## src/rtl/score_pkg.sv

```systemverilog
`default_nettype none
// ============================================================================
// Module      : score_pkg
// Description : Shared constants, state encoding and lookup helpers for the
//               score panel.
// Revision    : 1.0 - initial release
// ============================================================================
package score_pkg;

    localparam logic [7:0] BLANK_CODE = 8'h0f;
    localparam logic [7:0] DIGIT_BASE = 8'h00;
    localparam int         LABEL_LEN  = 7;

    // Left-most byte is column 0
    localparam logic [8*LABEL_LEN-1:0] LABEL_TEXT = {BLANK_CODE, "POGGY", BLANK_CODE};

    typedef enum logic [1:0] {
        IDLE   = 2'd0,
        ADD    = 2'd1,
        COMMIT = 2'd2
    } score_state_t;

    function automatic logic [7:0] label_char(input int col);
        if (col >= 0 && col < LABEL_LEN)
            return LABEL_TEXT[8*(LABEL_LEN-1-col) +: 8];
        return BLANK_CODE;
    endfunction

    // Points awarded per line-clear count, packed BCD (up to 8 digits)
    function automatic logic [31:0] points_bcd(input logic [2:0] lines);
        case (lines)
            3'd1:    return 32'h0000_0040;
            3'd2:    return 32'h0000_0100;
            3'd3:    return 32'h0000_0300;
            3'd4:    return 32'h0000_1200;
            default: return 32'h0000_0000;
        endcase
    endfunction

endpackage
`default_nettype wire

```

## src/rtl/score_panel_if.sv

```systemverilog
`default_nettype none
// ============================================================================
// Module      : score_panel_if
// Description : Event handshake and character read port of the score panel.
// Revision    : 1.0 - initial release
// ============================================================================
interface score_panel_if #(
    parameter int ADDR_W = 6
);
    logic              add_valid;
    logic [2:0]        add_lines;
    logic              add_ready;
    logic              clear;
    logic              done;
    logic [ADDR_W-1:0] char_addr;
    logic [7:0]        char_data;

    modport master (
        output add_valid, add_lines, clear, char_addr,
        input  add_ready, done, char_data
    );

    modport slave (
        input  add_valid, add_lines, clear, char_addr,
        output add_ready, done, char_data
    );
endinterface
`default_nettype wire

```

## src/rtl/bcd_digit_add.sv

```systemverilog
`default_nettype none
// ============================================================================
// Module      : bcd_digit_add
// Description : Single BCD digit adder with carry in/out (combinational).
// Revision    : 1.0 - initial release
// ============================================================================
module bcd_digit_add (
    input  logic [3:0] a_i,
    input  logic [3:0] b_i,
    input  logic       cin_i,
    output logic [3:0] sum_o,
    output logic       cout_o
);
    logic [4:0] w_raw;

    always_comb begin
        w_raw = {1'b0, a_i} + {1'b0, b_i} + {4'b0000, cin_i};
        if (w_raw > 5'd9) begin
            sum_o  = 4'(w_raw - 5'd10);
            cout_o = 1'b1;
        end else begin
            sum_o  = w_raw[3:0];
            cout_o = 1'b0;
        end
    end
endmodule
`default_nettype wire

```

## src/rtl/score_panel.sv

```systemverilog
`default_nettype none
// ============================================================================
// Module      : score_panel
// Description : Live BCD score / high score keeper serving character codes
//               for a COLS x ROWS text panel.
// Revision    : 1.0 - initial release
// ============================================================================
module score_panel
    import score_pkg::*;
#(
    parameter int COLS      = 7,
    parameter int ROWS      = 6,
    parameter int DIGITS    = 5,
    parameter int SCORE_ROW = 1,
    parameter int HI_ROW    = 4,
    parameter int SCORE_COL = 1,
    parameter int LABEL_ROW = 3,
    parameter int LZB       = 1
) (
    input  wire logic        clk,
    input  wire logic        rst_n,
    score_panel_if.slave     bus
);
    localparam int SW     = 4 * DIGITS;
    localparam int IDX_W  = $clog2(DIGITS);
    localparam int S_BASE = SCORE_ROW * COLS + SCORE_COL;
    localparam int H_BASE = HI_ROW * COLS + SCORE_COL;
    localparam int L_BASE = LABEL_ROW * COLS;

    score_state_t     state_q;
    logic [SW-1:0]    score_q, hi_q, work_q, addend_q;
    logic             carry_q, done_q, ready_q;
    logic [IDX_W-1:0] idx_q;
    logic [7:0]       char_q, char_d;

    logic [3:0]       w_sum;
    logic             w_cout;
    logic [SW-1:0]    w_final;
    logic [7:0]       w_score_ch [DIGITS];
    logic [7:0]       w_hi_ch    [DIGITS];

    bcd_digit_add u_add (
        .a_i    (work_q[4*idx_q +: 4]),
        .b_i    (addend_q[4*idx_q +: 4]),
        .cin_i  (carry_q),
        .sum_o  (w_sum),
        .cout_o (w_cout)
    );

    // Carry out of the MSD means overflow: clamp to all nines
    assign w_final = carry_q ? {DIGITS{4'h9}} : work_q;

    always_ff @(posedge clk or negedge rst_n) begin
        if (!rst_n) begin
            state_q  <= IDLE;
            score_q  <= '0;
            hi_q     <= '0;
            work_q   <= '0;
            addend_q <= '0;
            carry_q  <= 1'b0;
            idx_q    <= '0;
            done_q   <= 1'b0;
            ready_q  <= 1'b1;
        end else begin
            done_q <= 1'b0;
            if (bus.clear) begin
                score_q <= '0;
                state_q <= IDLE;
                ready_q <= 1'b1;
            end else begin
                case (state_q)
                    IDLE: if (bus.add_valid) begin
                        work_q   <= score_q;
                        addend_q <= SW'(points_bcd(bus.add_lines));
                        carry_q  <= 1'b0;
                        idx_q    <= '0;
                        state_q  <= ADD;
                        ready_q  <= 1'b0;
                    end
                    ADD: begin
                        work_q[4*idx_q +: 4] <= w_sum;
                        carry_q <= w_cout;
                        idx_q   <= idx_q + 1'b1;
                        if (idx_q == IDX_W'(DIGITS-1))
                            state_q <= COMMIT;
                    end
                    COMMIT: begin
                        score_q <= w_final;
                        if (w_final > hi_q)
                            hi_q <= w_final;
                        done_q  <= 1'b1;
                        state_q <= IDLE;
                        ready_q <= 1'b1;
                    end
                    default: begin
                        state_q <= IDLE;
                        ready_q <= 1'b1;
                    end
                endcase
            end
        end
    end

    // Digit glyphs, MSD-first leading-zero run blanked; the LSD is never blanked
    always_comb begin
        logic lz_s, lz_h;
        logic [3:0] ds, dh;
        lz_s = 1'b1;
        lz_h = 1'b1;
        ds   = '0;
        dh   = '0;
        for (int j = DIGITS-1; j >= 0; j--) begin
            ds   = score_q[4*j +: 4];
            dh   = hi_q[4*j +: 4];
            lz_s = lz_s && (ds == 4'd0) && (j != 0);
            lz_h = lz_h && (dh == 4'd0) && (j != 0);
            w_score_ch[j] = (LZB != 0 && lz_s) ? BLANK_CODE : DIGIT_BASE + {4'b0000, ds};
            w_hi_ch[j]    = (LZB != 0 && lz_h) ? BLANK_CODE : DIGIT_BASE + {4'b0000, dh};
        end
    end

    always_comb begin
        int a;
        a      = int'(bus.char_addr);
        char_d = BLANK_CODE;
        for (int p = 0; p < DIGITS; p++) begin
            if (a == S_BASE + p) char_d = w_score_ch[DIGITS-1-p];
            if (a == H_BASE + p) char_d = w_hi_ch[DIGITS-1-p];
        end
        for (int c = 0; c < COLS; c++) begin
            if (a == L_BASE + c) char_d = label_char(c);
        end
    end

    always_ff @(posedge clk or negedge rst_n) begin
        if (!rst_n) char_q <= BLANK_CODE;
        else        char_q <= char_d;
    end

    assign bus.add_ready = ready_q;
    assign bus.done      = done_q;
    assign bus.char_data = char_q;

endmodule
`default_nettype wire

```

## src/flat_wrapper.sv

```systemverilog
// flat-port wrapper written by rule: the top's interface ports become plain ports
module score_panel_flat import score_pkg::*;
#(
    parameter int COLS      = 7,
    parameter int ROWS      = 6,
    parameter int DIGITS    = 5,
    parameter int SCORE_ROW = 1,
    parameter int HI_ROW    = 4,
    parameter int SCORE_COL = 1,
    parameter int LABEL_ROW = 3,
    parameter int LZB       = 1
)
  (clk, rst_n, bus_add_valid, bus_add_lines, bus_clear, bus_char_addr, bus_add_ready, bus_done, bus_char_data);
  score_panel_if #(.ADDR_W(6)) bus_i ();
  input  wire logic clk;
  input  wire logic rst_n;
  input wire logic [$bits(bus_i.add_valid)-1:0] bus_add_valid;
  input wire logic [$bits(bus_i.add_lines)-1:0] bus_add_lines;
  input wire logic [$bits(bus_i.clear)-1:0] bus_clear;
  input wire logic [$bits(bus_i.char_addr)-1:0] bus_char_addr;
  output wire logic [$bits(bus_i.add_ready)-1:0] bus_add_ready;
  output wire logic [$bits(bus_i.done)-1:0] bus_done;
  output wire logic [$bits(bus_i.char_data)-1:0] bus_char_data;
  assign bus_i.add_valid = bus_add_valid;
  assign bus_i.add_lines = bus_add_lines;
  assign bus_i.clear = bus_clear;
  assign bus_i.char_addr = bus_char_addr;
  assign bus_add_ready = bus_i.add_ready;
  assign bus_done = bus_i.done;
  assign bus_char_data = bus_i.char_data;
  score_panel #(.COLS(COLS), .ROWS(ROWS), .DIGITS(DIGITS), .SCORE_ROW(SCORE_ROW), .HI_ROW(HI_ROW), .SCORE_COL(SCORE_COL), .LABEL_ROW(LABEL_ROW), .LZB(LZB)) u_core (.clk(clk), .rst_n(rst_n), .bus(bus_i));
endmodule
```

## config.mk

```make
export PLATFORM = sky130hd
export DESIGN_NAME = score_panel_flat
export DESIGN_NICKNAME = d
export VERILOG_FILES = /design/src/rtl/score_pkg.sv /design/src/rtl/score_panel_if.sv /design/src/rtl/bcd_digit_add.sv /design/src/rtl/score_panel.sv /design/src/flat_wrapper.sv
export SDC_FILE = /design/constraint.sdc
export NUM_CORES = 1
export LEC_CHECK = 0
export BUFFER_PORTS_ARGS = -buffer_cell sky130_fd_sc_hd__buf_2
export CORE_UTILIZATION = 40
export CTS_BUF_LIST = sky130_fd_sc_hd__clkbuf_8 sky130_fd_sc_hd__clkbuf_16
export DETAILED_ROUTE_END_ITERATION = 16
export GPL_TIMING_DRIVEN = 1
export PLACE_DENSITY = 0.61
export SYNTH_ARGS = -nofsm -noshare
export SYNTH_HDL_FRONTEND = slang
export SYNTH_SLANG_ARGS = --single-unit
```

## constraint.sdc

```tcl
create_clock -name clk -period 8.4 [get_ports clk]
set_clock_uncertainty 0.15 [all_clocks]
set_input_delay 0.42 -clock clk [delete_from_list [all_inputs] [get_ports clk]]
set_output_delay 0.42 -clock clk [all_outputs]
set_load 0.03 [all_outputs]
```

Word-level counts from Yosys, hierarchy flattened

Index checks and enable logic that the tools add are counted.

Muxes and demuxes: 56
Reduce and logical (&&, ||, !) cells: 22
Add/sub/neg operators: 5
Shifts and indexed selects: 4
Equality and inequality tests: 28
$lt $le $gt $ge: 2
Bitwise operators: 1

Operators with widths:

| kind                                                                    | count |
|---|---|
| 8-bit 2-to-1 mux                                                        | 17 |
| 20-bit 2-to-1 mux                                                       | 4 |
| 6-bit equality test, second input constant                              | 12 |
| 13-bit one-hot mux with 4 select lines                                  | 1 |
| 20-bit one-hot mux with 2 select lines                                  | 1 |
| 20-bit by 6-bit indexed part select with 4-bit output                   | 2 |
| 4-bit 2-to-1 mux                                                        | 9 |
| 7-bit 2-to-1 mux                                                        | 5 |
| 5-bit negator with 34-bit output                                        | 1 |
| 4-bit by 34-bit variable shift with 20-bit output, first input constant | 1 |
| 4-bit by 34-bit indexed part select with 20-bit output                  | 1 |
| 4-bit zero test                                                         | 8 |
| 6-bit by 5-bit equality test with 1-bit output, second input constant   | 5 |
| 20-bit bitwise mux                                                      | 1 |
| 20-bit > comparator                                                     | 1 |
| 1-bit 2-to-1 mux                                                        | 10 |
| 3-bit AND reduction                                                     | 3 |
| 3-bit by 2-bit equality test with 1-bit output, second input constant   | 2 |
| 3-bit equality test, second input constant                              | 2 |
| 1-bit logical AND                                                       | 6 |
| 2-bit 2-to-1 mux                                                        | 3 |
| 3-bit one-hot mux with 2 select lines                                   | 1 |
| 4-bit by 4-bit adder with 5-bit output                                  | 1 |
| 5-bit by 1-bit adder with 5-bit output                                  | 1 |
| other kinds (16)                                                        | 20 |

Flip-flop bits (word level): 96
Input port bits: 13
Output and inout bits: 10
Logic and storage cells: 128

Logic depth before layout (Yosys ltp)

Depth in word-level cells: 19
Depth in mapped cells: 14

Modules after synthesis

From an unflattened synthesis, not the netlist that was laid out.

Cells, all modules: 602
Area total of the unflattened synthesis: 5425.2 µm²

Modules (own cells, without submodules):

| module        | seq. area each (µm²) | cells each | times used | area each (µm²) |
|---|---|---|---|---|
| score_panel   | 1958.1               | 580        | 1          | 5213.8 |
| bcd_digit_add | 0.0                  | 22         | 1          | 211.5 |

Least setup slack after synthesis

OpenSTA, ideal clock, no wires.

Kind: reg2reg
Start: reg u_core.idx_q[0]
End: reg u_core.work_q[19]
Slack: 4.538 ns
Arrival time: 3.561 ns
Buffers on the path: 1
Cell stages (with the launch flop): 14
Period minus slack after synthesis: 3.862 ns
Library setup time: 0.151 ns
Cells stage by stage: dfrtp_1 -> clkbuf_1 -> mux4_2 -> a21oi_1 -> fa_1 -> inv_1 -> fa_1 -> xnor2_1 -> ha_1 -> a22oi_1 -> a21oi_1 -> o22a_1 -> o221ai_1 -> o221ai_1

Cells in the longest elaborated chain, start to end: 8
Elaborated cells on any way between the ends: 12
Classes of those cells: 4 x add/sub; 1 x order compare; 4 x shift; 3 x mux

Ends and longest elaborated chain:

| what                                                                                     | RTL line                                 | source |
|---|---|---|
| start, declared                                                                          | score_panel.sv:33                        | `logic [IDX_W-1:0] idx_q;` |
| start signal, assigned                                                                   | score_panel.sv:83                        | `idx_q <= idx_q + 1'b1;` |
| 20-bit by 6-bit indexed part select with 4-bit output (on tied branches)                 | score_panel.sv:43, score_panel.sv:44     |  |
| 4-bit by 4-bit adder with 5-bit output                                                   | bcd_digit_add.sv:17                      | `w_raw = {1'b0, a_i} + {1'b0, b_i} + {4'b0000, cin_i};` |
| 5-bit by 1-bit adder with 5-bit output                                                   | bcd_digit_add.sv:17                      |  |
| 4-bit subtractor / 5-bit by 4-bit > comparator with 1-bit output (equally long branches) | bcd_digit_add.sv:19, bcd_digit_add.sv:18 |  |
| 4-bit 2-to-1 mux                                                                         | bcd_digit_add.sv:18                      | `if (w_raw > 5'd9) begin` |
| 4-bit by 34-bit indexed part select with 20-bit output                                   | score_panel.sv:81                        | `work_q[4*idx_q +: 4] <= w_sum;` |
| 20-bit bitwise mux (*)                                                                   | score_panel.sv:81                        |  |
| 20-bit one-hot mux with 2 select lines (*)                                               | score_panel.sv:71                        | `case (state_q)` |
| end signal, assigned                                                                     | score_panel.sv:73                        | `work_q <= score_q;` |
| end signal, assigned by index                                                            | score_panel.sv:81                        |  |
| end, declared                                                                            | score_panel.sv:31                        | `logic [SW-1:0] score_q, hi_q, work_q, addend_q;` |

Mark *: on every way between the ends. The rest lies on a longest branch, timed or not.
A chain may end at the register's enable or synchronous reset.

Worst setup path after layout

Start: reg u_core.idx_q[0]
End: reg u_core.work_q[13]

The elaborated chain is that of the path after synthesis.

==> results.py <==
metrics = {
    "timing": {
        "relSlewSlack": 0.3324,
        "hold_violations": 0,
        "setup_viol": 0,
        "post-route-period-util": 0.5194,
        "worst_pin_slew_ps": 1001,
        "maxSlewViolCount": 0,
        "fmax_mhz": 229.2,
        "setup_tns_ps": 0,
        "finalCriticalPeriod_ps": 4363,
        "rsz0062_at_grt": "no",
    },
    "pwr": {
        "peakVddDrop_mv": 0.1216,
        "p_int_uw": 706.5,
        "p_total_uw": 989.9,
        "comb_power_share": 0.184,
        "power_frac_seq": 0.411,
        "p_leak_nw": 2.410,
        "powerDensity_nw_per_um2": 182.8,
        "clockPowerShare": 0.405,
        "power_switching_uw": 283.5,
        "p_sw_frac": 0.2863,
    },
    "final_layout": {
        "seqCellArea_um2": 1958,
        "syn_to_final_growth_pct": 10.74,
        "final_common_cell": "dfrtp_1",
        "n_antenna_cell": 0,
        "drive_above_1_share": 0.1820,
        "multi_input_area_um2": 2705,
        "mostFrequentLayoutCells": "73 x dfrtp_1, 56 x nand2_1, 32 x inv_1",
        "fin_nets": 560,
        "fillers": 1145,
    },
    "global_route": {
        "antenna_found_initial": 0,
        "grt_first_pass_wirelength_um": 21320,
        "grt_max_degree": 79,
        "gr-total-overflow": 0,
        "grt_pass1_vias": 3998,
        "track_usage": 0.2193,
    },
    "setup_path": {
        "crit_slowest_cell": "dfrtp_1",
        "worstPathRequired_ps": 8450,
        "cp_top_family": "adder cells",
        "critPathKind": "reg2reg",
        "start_kind": "register",
        "cp.arrival_ps": 4410,
        "path_buf_inv": 1,
        "cp_max_fo": 16,
        "end_kind": "register",
        "r2r-start": "u_core.idx_q[0]$_DFFE_PN0P_",
        "max_stage_delay_ps": 730,
        "crit_path_start": "u_core.idx_q[0]$_DFFE_PN0P_",
        "cp_cell_sequence": "mux4_2 -> a21oi_1 -> fa_1 -> inv_1 -> fa_1 -> xnor2_1 -> ha_1 -> a22oi_1 -> a21oi_1 -> mux2i_1 -> xnor2_1 -> o221ai_1",
    },
    "synth": {
        "avgSynthCellArea_um2": 9.724,
        "synthCells": 503,
        "synth_ff_type": "dfrtp_1",
        "async_reset_ff_frac": 1.000,
        "yosysUniqueCellTypes": 69,
        "netlist_area_um2": 4891,
        "yosysWarnings": 0,
        "synth_edf_count": 0,
        "synth_seq_area_share": 0.4004,
        "ys_ff_latch": 78,
    },
    "placement": {
        "hpwl_um": 9464,
        "gp_congestion": 0.9357,
        "io_buffers": 20,
    },
    "status": {
        "status": "complete, no violations",
    },
    "clock_tree": {
        "clockBufferDepth": 2,
        "post_cts_resized": 0,
        "cts-root-buf": "clkbuf_16",
        "cts_max_level": 3,
        "insertion_delay_ps": 340,
        "clk_pin_slew_worst_paths_ps": 60,
        "cts_made_buffers": 9,
        "cts_setup_buffers": 0,
        "clock_sinks": 78,
        "cts_hold_buf": 0,
        "cts_tree": "built",
    },
    "floorplanning": {
        "io_pins": 23,
        "core-area_um2": 11960,
        "fp-row-count": 40,
        "start_util": 0.4089,
        "die_y_um": 112.6,
        "die_area_um2": 12670,
        "die_w_um": 112.6,
    },
    "routing": {
        "vias": 4080,
        "ant_nets": 0,
        "drc": 0,
        "wl_um": 12850,
        "avgViaCountPerCell": 6.099,
        "wl_per_cell_um": 19.20,
        "drt_first_pass_iters": 5,
        "dr.first_iter.drc_count": 321,
    },
    "hold_path": {
        "hold_class": "in2async",
    },
    "flow_run": {
        "drv_cap": 0,
    },
}
kinds of logic (layout without fill, tap and decap cells):
| family | count (synthesis) | after routing | share of synthesized area |
|---|---|---|---|
| simple gates | 173 | 173 | 0.1875 |
| compound gates | 135 | 135 | 0.2093 |
| flops | 78 | 78 | 0.4004 |
| buf+inv | 55 | 73 | 0.04963 |
| fa+ha+maj | 29 | 29 | 0.07726 |
| mux | 28 | 28 | 0.06805 |
| xor+xnor | 4 | 4 | 0.007164 |
| other cells | 1 | 2 | 0.0007667 |
flip-flops by register name (all words and copies together), names as in the netlist, 2 cells and up:
signal	cells
u_core.score_q	20
u_core.work_q	20
u_core.idx_q	3
u_core.bus.char_data	6
u_core.hi_q	20
u_core.state_q	2
u_core.addend_q	4
synth_stat cells, types with 12 or more instances:
cell type | instances | area (um2)
dfrtp_1 | 73 | 1827
nand2_1 | 56 | 210.2
inv_1 | 32 | 120.1
ha_1 | 27 | 337.8
mux2_2 | 22 | 247.7
o21ai_0 | 21 | 105.1
o221ai_1 | 21 | 183.9
a22o_1 | 20 | 175.2
nor2_1 | 19 | 71.32
nor2b_1 | 18 | 112.6
a21oi_1 | 15 | 75.07
clkbuf_1 | 12 | 45.04
power by group through the flow:
stage | logic (mW) | registers, mW | clock network [mW]
after floorplan | 0.134 | 0.406 | 0
after global placement | 0.175 | 0.412 | 0
after detailed placement | 0.179 | 0.413 | 0
after CTS | 0.181 | 0.406 | 0.412
after global routing | 0.202 | 0.409 | 0.429
final | 0.182 | 0.407 | 0.401
path summary, 6_finish.rpt:
kind / end / slack, ps / cells past startpoint
worst max-delay path: u_core.work_q[13]$_DFFE_PN0P_ / 4040 / 12
worst min-delay path: u_core.hi_q[12]$_DFFE_PN0P_ / 90 / 1
worst max register to register: u_core.work_q[13]$_DFFE_PN0P_ / 4040 / 12
worst min register to register: u_core.work_q[5]$_DFFE_PN0P_ / 350 / 2
max in group asynchronous: u_core.idx_q[1]$_DFFE_PN0P_ / 7360 / 1
min in group clk: u_core.addend_q[6]$_DFFE_PN0P_ / 140 / 2
layout make-up:
| cell class | count | area share |
|---|---|---|
| clock buffers | 12 | 0.04920 |
| flip-flops and latches | 78 | 0.3615 |
| multi-input cells | 371 | 0.4994 |
| clock inverters | 3 | 0.007854 |
| inverters | 34 | 0.02356 |
| well taps | 147 | 0.03396 |
| repair buffers | 24 | 0.02449 |
layer usage:
layer	up-vias	global-route usage	wire length (um)
li1	1908	-	-
met1	2014	0.2921	5865
met2	136	0.3444	6023
met3	22	0.05184	637
met4	0	0.08622	322
met5	-	0	0
stage by stage:
stage	util	std cells	hold WS [ps]	setup slack (ps)	instance area [um2]
3_3_place_gp	0.4270	654	320.5	4364	5107
3_5_place_dp	0.4270	654	345.0	4060	5107
5_1_grt	0.4528	669	150.8	3743	5416
2_1_floorplan	-	504	-25.59	4538	4895
4_1_cts	0.4528	669	109.5	4070	5416
6_report	0.4528	669	94.67	4037	5416
Note: power is estimated with default switching activity, not from simulation.
